[src/rtl/serial_adder_pkg.sv]
// Shared definitions for the bit-serial adder: FSM state encoding and counter sizing.
package serial_adder_pkg;

    typedef enum logic [1:0] {
        IDLE = 2'b00,
        RUN  = 2'b01,
        DONE = 2'b10
    } state_t;

    localparam int WIDTH_MIN = 2;
    localparam int WIDTH_MAX = 32;

    // One extra bit so the counter can represent WIDTH itself.
    function automatic int cnt_width(input int width);
        return $clog2(width) + 1;
    endfunction

endpackage

[src/rtl/serial_fa_cell.sv]
// One-bit full-adder cell used by the serial adder datapath.
module serial_fa_cell (
    input  logic x,
    input  logic y,
    input  logic c,
    output logic s,
    output logic co
);

    assign s  = x ^ y ^ c;
    assign co = (x & y) | (x & c) | (y & c);

endmodule

[src/rtl/serial_adder.sv]
// Bit-serial adder: one operand bit per clock, LSB first, through a single full-adder cell.
// Optional subtract mode is enabled with macro SERIAL_ADDER_SUB_EN.
module serial_adder
    import serial_adder_pkg::*;
#(
    parameter int WIDTH = 8
) (
    input  logic             clk,
    input  logic             rst,
    input  logic             start,
    input  logic [WIDTH-1:0] a,
    input  logic [WIDTH-1:0] b,
    input  logic             cin,
    input  logic             sub,
    output logic             busy,
    output logic             done,
    output logic [WIDTH-1:0] sum,
    output logic             cout
);

    localparam int CNT_W = cnt_width(WIDTH);
    localparam logic [CNT_W-1:0] CNT_LAST = CNT_W'(WIDTH - 1);

    state_t           state_r;
    logic [WIDTH-1:0] a_sh_r;
    logic [WIDTH-1:0] b_sh_r;
    logic [WIDTH-1:0] sum_r;
    logic             carry_r;
    logic [CNT_W-1:0] cnt_r;
    logic             busy_r;
    logic             done_r;

    logic [WIDTH-1:0] b_load_s;
    logic             c_load_s;
    logic             fa_s_s;
    logic             fa_co_s;

`ifdef SERIAL_ADDER_SUB_EN
    // Subtraction is a + ~b + 1, so invert B at load time and force the carry.
    always_comb begin
        b_load_s = b;
        c_load_s = cin;
        if (sub) begin
            b_load_s = ~b;
            c_load_s = 1'b1;
        end else begin
            b_load_s = b;
            c_load_s = cin;
        end
    end
`else
    logic unused_sub_s;

    assign b_load_s     = b;
    assign c_load_s     = cin;
    assign unused_sub_s = sub;
`endif

    serial_fa_cell u_fa (
        .x  (a_sh_r[0]),
        .y  (b_sh_r[0]),
        .c  (carry_r),
        .s  (fa_s_s),
        .co (fa_co_s)
    );

    // Control FSM and serial datapath with registered status outputs.
    always_ff @(posedge clk or posedge rst) begin
        if (rst) begin
            state_r <= IDLE;
            a_sh_r  <= '0;
            b_sh_r  <= '0;
            sum_r   <= '0;
            carry_r <= 1'b0;
            cnt_r   <= '0;
            busy_r  <= 1'b0;
            done_r  <= 1'b0;
        end else begin
            case (state_r)
                IDLE: begin
                    done_r <= 1'b0;
                    if (start) begin
                        a_sh_r  <= a;
                        b_sh_r  <= b_load_s;
                        carry_r <= c_load_s;
                        cnt_r   <= '0;
                        busy_r  <= 1'b1;
                        state_r <= RUN;
                    end else begin
                        busy_r  <= 1'b0;
                        state_r <= IDLE;
                    end
                end
                RUN: begin
                    a_sh_r  <= {1'b0, a_sh_r[WIDTH-1:1]};
                    b_sh_r  <= {1'b0, b_sh_r[WIDTH-1:1]};
                    sum_r   <= {fa_s_s, sum_r[WIDTH-1:1]};
                    carry_r <= fa_co_s;
                    cnt_r   <= cnt_r + CNT_W'(1);
                    if (cnt_r == CNT_LAST) begin
                        busy_r  <= 1'b0;
                        done_r  <= 1'b1;
                        state_r <= DONE;
                    end else begin
                        busy_r  <= 1'b1;
                        done_r  <= 1'b0;
                        state_r <= RUN;
                    end
                end
                DONE: begin
                    busy_r  <= 1'b0;
                    done_r  <= 1'b0;
                    state_r <= IDLE;
                end
                default: begin
                    busy_r  <= 1'b0;
                    done_r  <= 1'b0;
                    state_r <= IDLE;
                end
            endcase
        end
    end

    assign busy = busy_r;
    assign done = done_r;
    assign sum  = sum_r;
    assign cout = carry_r;

endmodule

[config.mk]
export PLATFORM = sky130hd
export DESIGN_NAME = serial_adder
export DESIGN_NICKNAME = d
export VERILOG_FILES = /design/src/rtl/serial_adder_pkg.sv /design/src/rtl/serial_fa_cell.sv /design/src/rtl/serial_adder.sv
export SDC_FILE = /design/constraint.sdc
export NUM_CORES = 1
export LEC_CHECK = 0
export ABC_CLOCK_PERIOD_IN_PS = 3500
export CAP_MARGIN = 20
export CORE_UTILIZATION = 40
export DETAILED_ROUTE_END_ITERATION = 12
export PLACE_DENSITY = 0.64
export SLEW_MARGIN = 10
export SYNTH_ARGS = -nofsm -noshare
export SYNTH_HDL_FRONTEND = slang
export SYNTH_HIERARCHICAL = 1
export SYNTH_SLANG_ARGS = --single-unit
[constraint.sdc]
create_clock -name clk -period 3.5 [get_ports clk]
set_clock_uncertainty 0.1 [all_clocks]
set_input_delay 0.7 -clock clk [delete_from_list [all_inputs] [get_ports clk]]
set_output_delay 0.7 -clock clk [all_outputs]
set_load 0.005 [all_outputs]
==> results of run 1 <==
==> sequential cells by signal (all words and copies together), names as in the netlist <==
| register | cells |
|---|---|
| a_sh_r | 8 |
| b_sh_r | 8 |
| cnt_r | 4 |
| cout | 1 |
| done | 1 |
| state_r | 1 |
| sum | 8 |
==> power by group <==
group / switching [W] / internal, W / total (W) / leakage, nW
clock network: 0.000123 / 0.000169 / 0.000291 / 0.0482
registers: 0.000109 / 0.000504 / 0.000613 / 0.402
logic: 0.000279 / 0.000272 / 0.000551 / 0.340
==> per-layer routing <==
layer,vias to the layer above,GRT usage (%)
li1,538,-
met1,548,21.1
met2,25,32.5
met3,7,3.84
met4,0,8.97
met5,-,0
==> how the worst max path moves through the flow <==
stage                     startpoint   endpoint  slack, ps
after floorplan                  rst  a_sh_r[0]       2040
after global placement         start  b_sh_r[5]       1130
after detailed placement       start  b_sh_r[3]       1060
after CTS                       done       done        950
after global routing            done       done        870
final                           done       done       1010
==> kinds of logic after synthesis <==
family	share of synthesized area, %
AO/OA/AOI/OAI	18.7
adder cells (fa/ha/maj)	2.39
buffers and inverters	3.58
flip-flops	56.9
multiplexers	0.826
AND/OR/NAND/NOR	17.5
==> final cells by class <==
type | count | area (sq um) | share of cell area (%)
multi-input cells | 99 | 538 | 30.2
well taps | 44 | 55.1 | 3.09
flip-flops and latches | 31 | 776 | 43.5
repair buffers | 33 | 323 | 18.1
clock inverters | 2 | 35.0 | 1.97
clock buffers | 6 | 51.3 | 2.88
inverters | 1 | 3.75 | 0.211
==> synth_stat cells, types with 2 or more instances <==
library cell  instances  area (sq um)
a22o_1                2          17.5
clkbuf_1              2          7.51
buf_2                 6          30.0
a21oi_1               4          20.0
nand2_1              43           161
dfrtp_1              31           776
nor2_1                2          7.51
o21ai_0              17          85.1
nor2b_1               4          25.0
a22oi_1              15           113
==> stage by stage <==
stage / utilization (%) / setup WS, ps / std cells
2_1_floorplan: - / 2040 / 140
4_1_cts: 56.5 / 951 / 216
6_report: 56.5 / 1010 / 216
5_1_grt: 56.5 / 875 / 216
3_5_place_dp: 53.8 / 1060 / 208
3_3_place_gp: 53.8 / 1130 / 208
==> run_results.csv, run 1 <==
group,metric,value,unit
synth,synth-seq-cells,31,
routing,wl_met2,1.45,mm
routing,dr.max_layer_used,"met4",
layout,diodes,0,
synth,synthesis.area,0.00136,sq mm
worst_hold_path,timing.hold.worst.class,"register to register",
critical_path,critPathCaptureType,"output pin",
sta,tns,0,ps
critical_path,cp_cell_sequence,"clkdlybuf4s50_1",
sta,period_needed,2490,ps
sta,setup_viol,0,
layout,drive_gt1_share,7.56,%
clocking,root_buffer,"clkbuf_4",
sta,drv_slew,0,
die,core-area,0.00315,sq mm
global_route,gr-total-overflow,0,
sta,fin_crit_sh,71.2,%
pwr,p_total,0.00146,W
layout,n_fill_cell,326,
clocking,cts_resized,0,
synth,ys_types,24,
pwr,peakVddDrop,0.350,mV
layout,area_delta_synth_final,30.8,%
sta,relSlewSlack,55.0,%
sta,rsz0062_at_grt,"no",
sta,worst_pin_slew,674,ps
die,die_w,60.4,um
clocking,cts_tree,"done",
critical_path,max_stage_delay,740,ps
status,status,"complete, no violations",
synth,async_reset_ff_share,100,%
routing,dr_wl_met3,115,um
sta,hold_violations,0,
clocking,post_cts_buffers,0,
global_route,grt_pass1_wl,4.88,mm
clocking,cts_hold_buf,0,
global_route,grt_max_degree,32,
synth,synth_nets,163,
global_route,grt_pass1_vias,1132,
critical_path,cp.required,2700,ps
pwr,powerDensity,817,mW/mm^2
clocking,clk_pin_slew,100,ps
clocking,cts_buffers,5,
synth,synth-edff-count,0,
critical_path,critPathMaxFanout,23,
global_route,track_usage,18.4,%
die,die_y,60.4,um
layout,mostFrequentLayoutCells,"nand2_1 (43), dfrtp_1 (31), clkdlybuf4s50_1 (30)",
worst_hold_path,hold-path-cell-count,2,
layout,finalInstanceArea,0.00178,sq mm
placed_design,post_dp_cell_area,0.00170,sq mm
critical_path,ff2ff_path_depth,5,
critical_path,startpoint_type,"register",
routing,wl,2.83,mm
clocking,ctsHtreeMaxLevel,2,
critical_path,reg2reg_to,"b_sh_r[3]",
worst_hold_path,hp-start,"a_sh_r[1]",
sta,clock.fmax,401,MHz
critical_path,crit_buf_inv,1,
critical_path,slowest_stage,"dfrtp_1",
critical_path,critical_path_class,"register to output pin",
pwr,p_leak,0.790,nW
routing,wl_met1,1.21,mm
layout,nNetsFinal,194,
worst_hold_path,hold-path-endpoint,"a_sh_r[1]",
die,io_pins,32,
synth,ys.warnings.count,6,
critical_path,crit-reg2reg-launch,"state_r[0]",
die,die-area,0.00364,sq mm
routing,drc,0,
critical_path,cp.depth,1,
routing,dr.pass1.iters,4,
clocking,clk_path_buf_depth,2,
die,start_util,43.2,%
critical_path,reg2reg_slack,1630,ps
critical_path,cp.arrival,1690,ps
global_route,antenna_found_initial,0,
routing,vias,1118,
synth,netlist_instances,140,
critical_path,critPathTopFamily,"flip-flops",
synth,synthFlopType,"dfrtp_1",
routing,ant_nets,0,
placed_design,gp_congestion,0.706,
placed_design,portBuffers,30,
synth,avgSynthCellArea,9.73,sq um
synth,ys_seq_area_share,56.9,%
clocking,clock_sinks,31,
routing,drtIter0Drc,53,
layout,layout_commonest_cell,"nand2_1",
routing,via_per_inst,5.18,
die,rows,20,
routing,wl_per_cell,13.1,um
sta,holdWs,387,ps
flow_run,drv_cap,0,
placed_design,dp_hpwl,1.95,mm
clocking,clk_latency,330,ps
(Power assumes the default switching activity.)
==> run 2, diff against run 1 <==
ABC_CLOCK_PERIOD_IN_PS = 2100   (was 3500)
PLACE_DENSITY = 0.67   (was 0.64)
clock period = 2.1 ns   (was 3.5 ns; I/O delays follow)
==> run 2 against run 1 <==
Against the previous run:
- largest cell class unchanged
- highest routed layer unchanged
- die area unchanged
- utilization is 0.71 points lower
- flip-flop and latch count is the same
- clock power is 2% higher
- cell count increased by 0.46%
- hold slack worse by 3.5 ps
- first-iteration DRC count grew 15%
- design area shrank 1.3%
- setup slack lost 750 ps
- non-clock buffer count increased by 3
==> run_results.csv, run 2 (synthesis gave the netlist of run 1 again) <==
group,metric,value,unit
status,status,"complete, no violations",
sta,relSlewSlack,72.2,%
routing,dr.pass1.iters,4,
die,rows,20,
sta,period_needed,1840,ps
critical_path,critPathTopFamily,"buffers and inverters",
global_route,grt_pass1_wl,4.54,mm
critical_path,critical_path_class,"register to output pin",
clocking,ctsHtreeMaxLevel,2,
routing,wl,2.66,mm
critical_path,slowest_stage,"clkdlybuf4s50_1",
clocking,clk_latency,320,ps
critical_path,cp.required,1580,ps
flow_run,drv_cap,0,
die,io_pins,32,
die,die_w,60.4,um
critical_path,startpoint_type,"register",
sta,setup_viol,0,
routing,wl_per_cell,12.2,um
layout,nNetsFinal,197,
clocking,cts_tree,"done",
sta,fin_crit_sh,87.5,%
sta,worst_pin_slew,416,ps
critical_path,critPathMaxFanout,7,
sta,rsz0062_at_grt,"no",
sta,drv_slew,0,
clocking,clock_sinks,31,
pwr,powerDensity,1290,mW/mm^2
placed_design,pre_cts_slack,244,ps
layout,stdcell_count,217,
routing,wl_met2,1.24,mm
pwr,peakVddDrop,0.523,mV
clocking,clk_path_buf_depth,2,
critical_path,crit_buf_inv,1,
die,die_y,60.4,um
sta,holdWs,384,ps
critical_path,cp.arrival,1320,ps
critical_path,cp_cell_sequence,"clkdlybuf4s50_1",
pwr,p_total,0.00226,W
clocking,cts_buffers,5,
routing,via_per_inst,5.11,
global_route,grt_pass1_vias,1012,
routing,wl_met1,1.24,mm
placed_design,portBuffers,30,
critical_path,critPathCaptureType,"output pin",
critical_path,reg2reg_slack,630,ps
layout,mostFrequentLayoutCells,"nand2_1 (43), dfrtp_1 (31), clkdlybuf4s50_1 (30)",
die,start_util,43.2,%
clocking,post_cts_buffers,0,
sta,tns,0,ps
global_route,track_usage,17.3,%
die,core-area,0.00315,sq mm
routing,vias,1108,
layout,regArea,776,sq um
routing,drtIter0Drc,61,
placed_design,gp_congestion,0.682,
clocking,cts_resized,0,
sta,fin_ws,262,ps
routing,ant_nets,0,
layout,drive_gt1_share,7.51,%
layout,multiInputGateArea,538,sq um
sta,hold_violations,0,
placed_design,dpl.cell_count,211,
global_route,grt_max_degree,32,
layout,n_fill_cell,321,
clocking,cts_hold_buf,0,
clocking,root_buffer,"clkbuf_4",
routing,drc,0,
global_route,antenna_found_initial,0,
clocking,clk_pin_slew,90,ps
global_route,gr-total-overflow,0,
die,die-area,0.00364,sq mm
critical_path,max_stage_delay,540,ps
layout,layout_commonest_cell,"nand2_1",
placed_design,dp_hpwl,1.79,mm
pwr,p_leak,0.781,nW
worst_hold_path,timing.hold.worst.class,"register to register",
routing,dr.max_layer_used,"met4",
routing,dr_wl_met3,155,um
layout,diodes,0,
layout,area_delta_synth_final,29.1,%
sta,clock.fmax,544,MHz
[run 2: cell count changes in the layout (fill, tap and decap cells not counted)]
cell,delta
buf_4,+3
bufinv_16,-1
clkbuf_1,+1
clkbuf_8,-1
clkinv_2,-1
[run 2: final timing paths]
| path | from | endpoint | cells past startpoint |
|---|---|---|---|
| max | done | done | 1 |
| min | sum[0] | sum[0] | 2 |
| max reg2reg | done | cnt_r[3] | 3 |
| min reg2reg | sum[0] | sum[0] | 2 |
| max in group asynchronous | rst | a_sh_r[1] | 3 |
| min in group asynchronous | rst | sum[6] | 3 |
[run 2: where the power goes]
group	switching [W]	total, W	internal, W
clock network	0.000178	0.000296	0.000119
logic	0.000476	0.000963	0.000487
registers	0.000162	0.00100	0.000841
[run 2: metrics by stage]
step                instance area (sq um)  util, %
floorplan                            1360        -
global placement                     1720     54.5
detailed placement                   1720     54.5
CTS                                  1760     55.8
global route                         1760     55.8
finish                               1760     55.8
[run 2: cell type report]
cell class	count	share of cell area (%)
Sequential cell	31	44.1
Multi-Input combinational cell	99	30.6
Timing Repair Buffer	36	19.6
Tap cell	44	3.13
Clock buffer	6	2.35
Inverter	1	0.213
[run 2: worst reg2reg max path: stages (launching register included)]
cell      delay [ps]
dfrtp_1          460
buf_4            220
nand2b_1         340
o31ai_1          270
[run 2: layer usage]
metal	track usage [%]	vias to the layer above
li1	-	542
met5	0	-
met2	27.5	37
met1	22.1	525
met3	5.76	4
met4	5.98	0
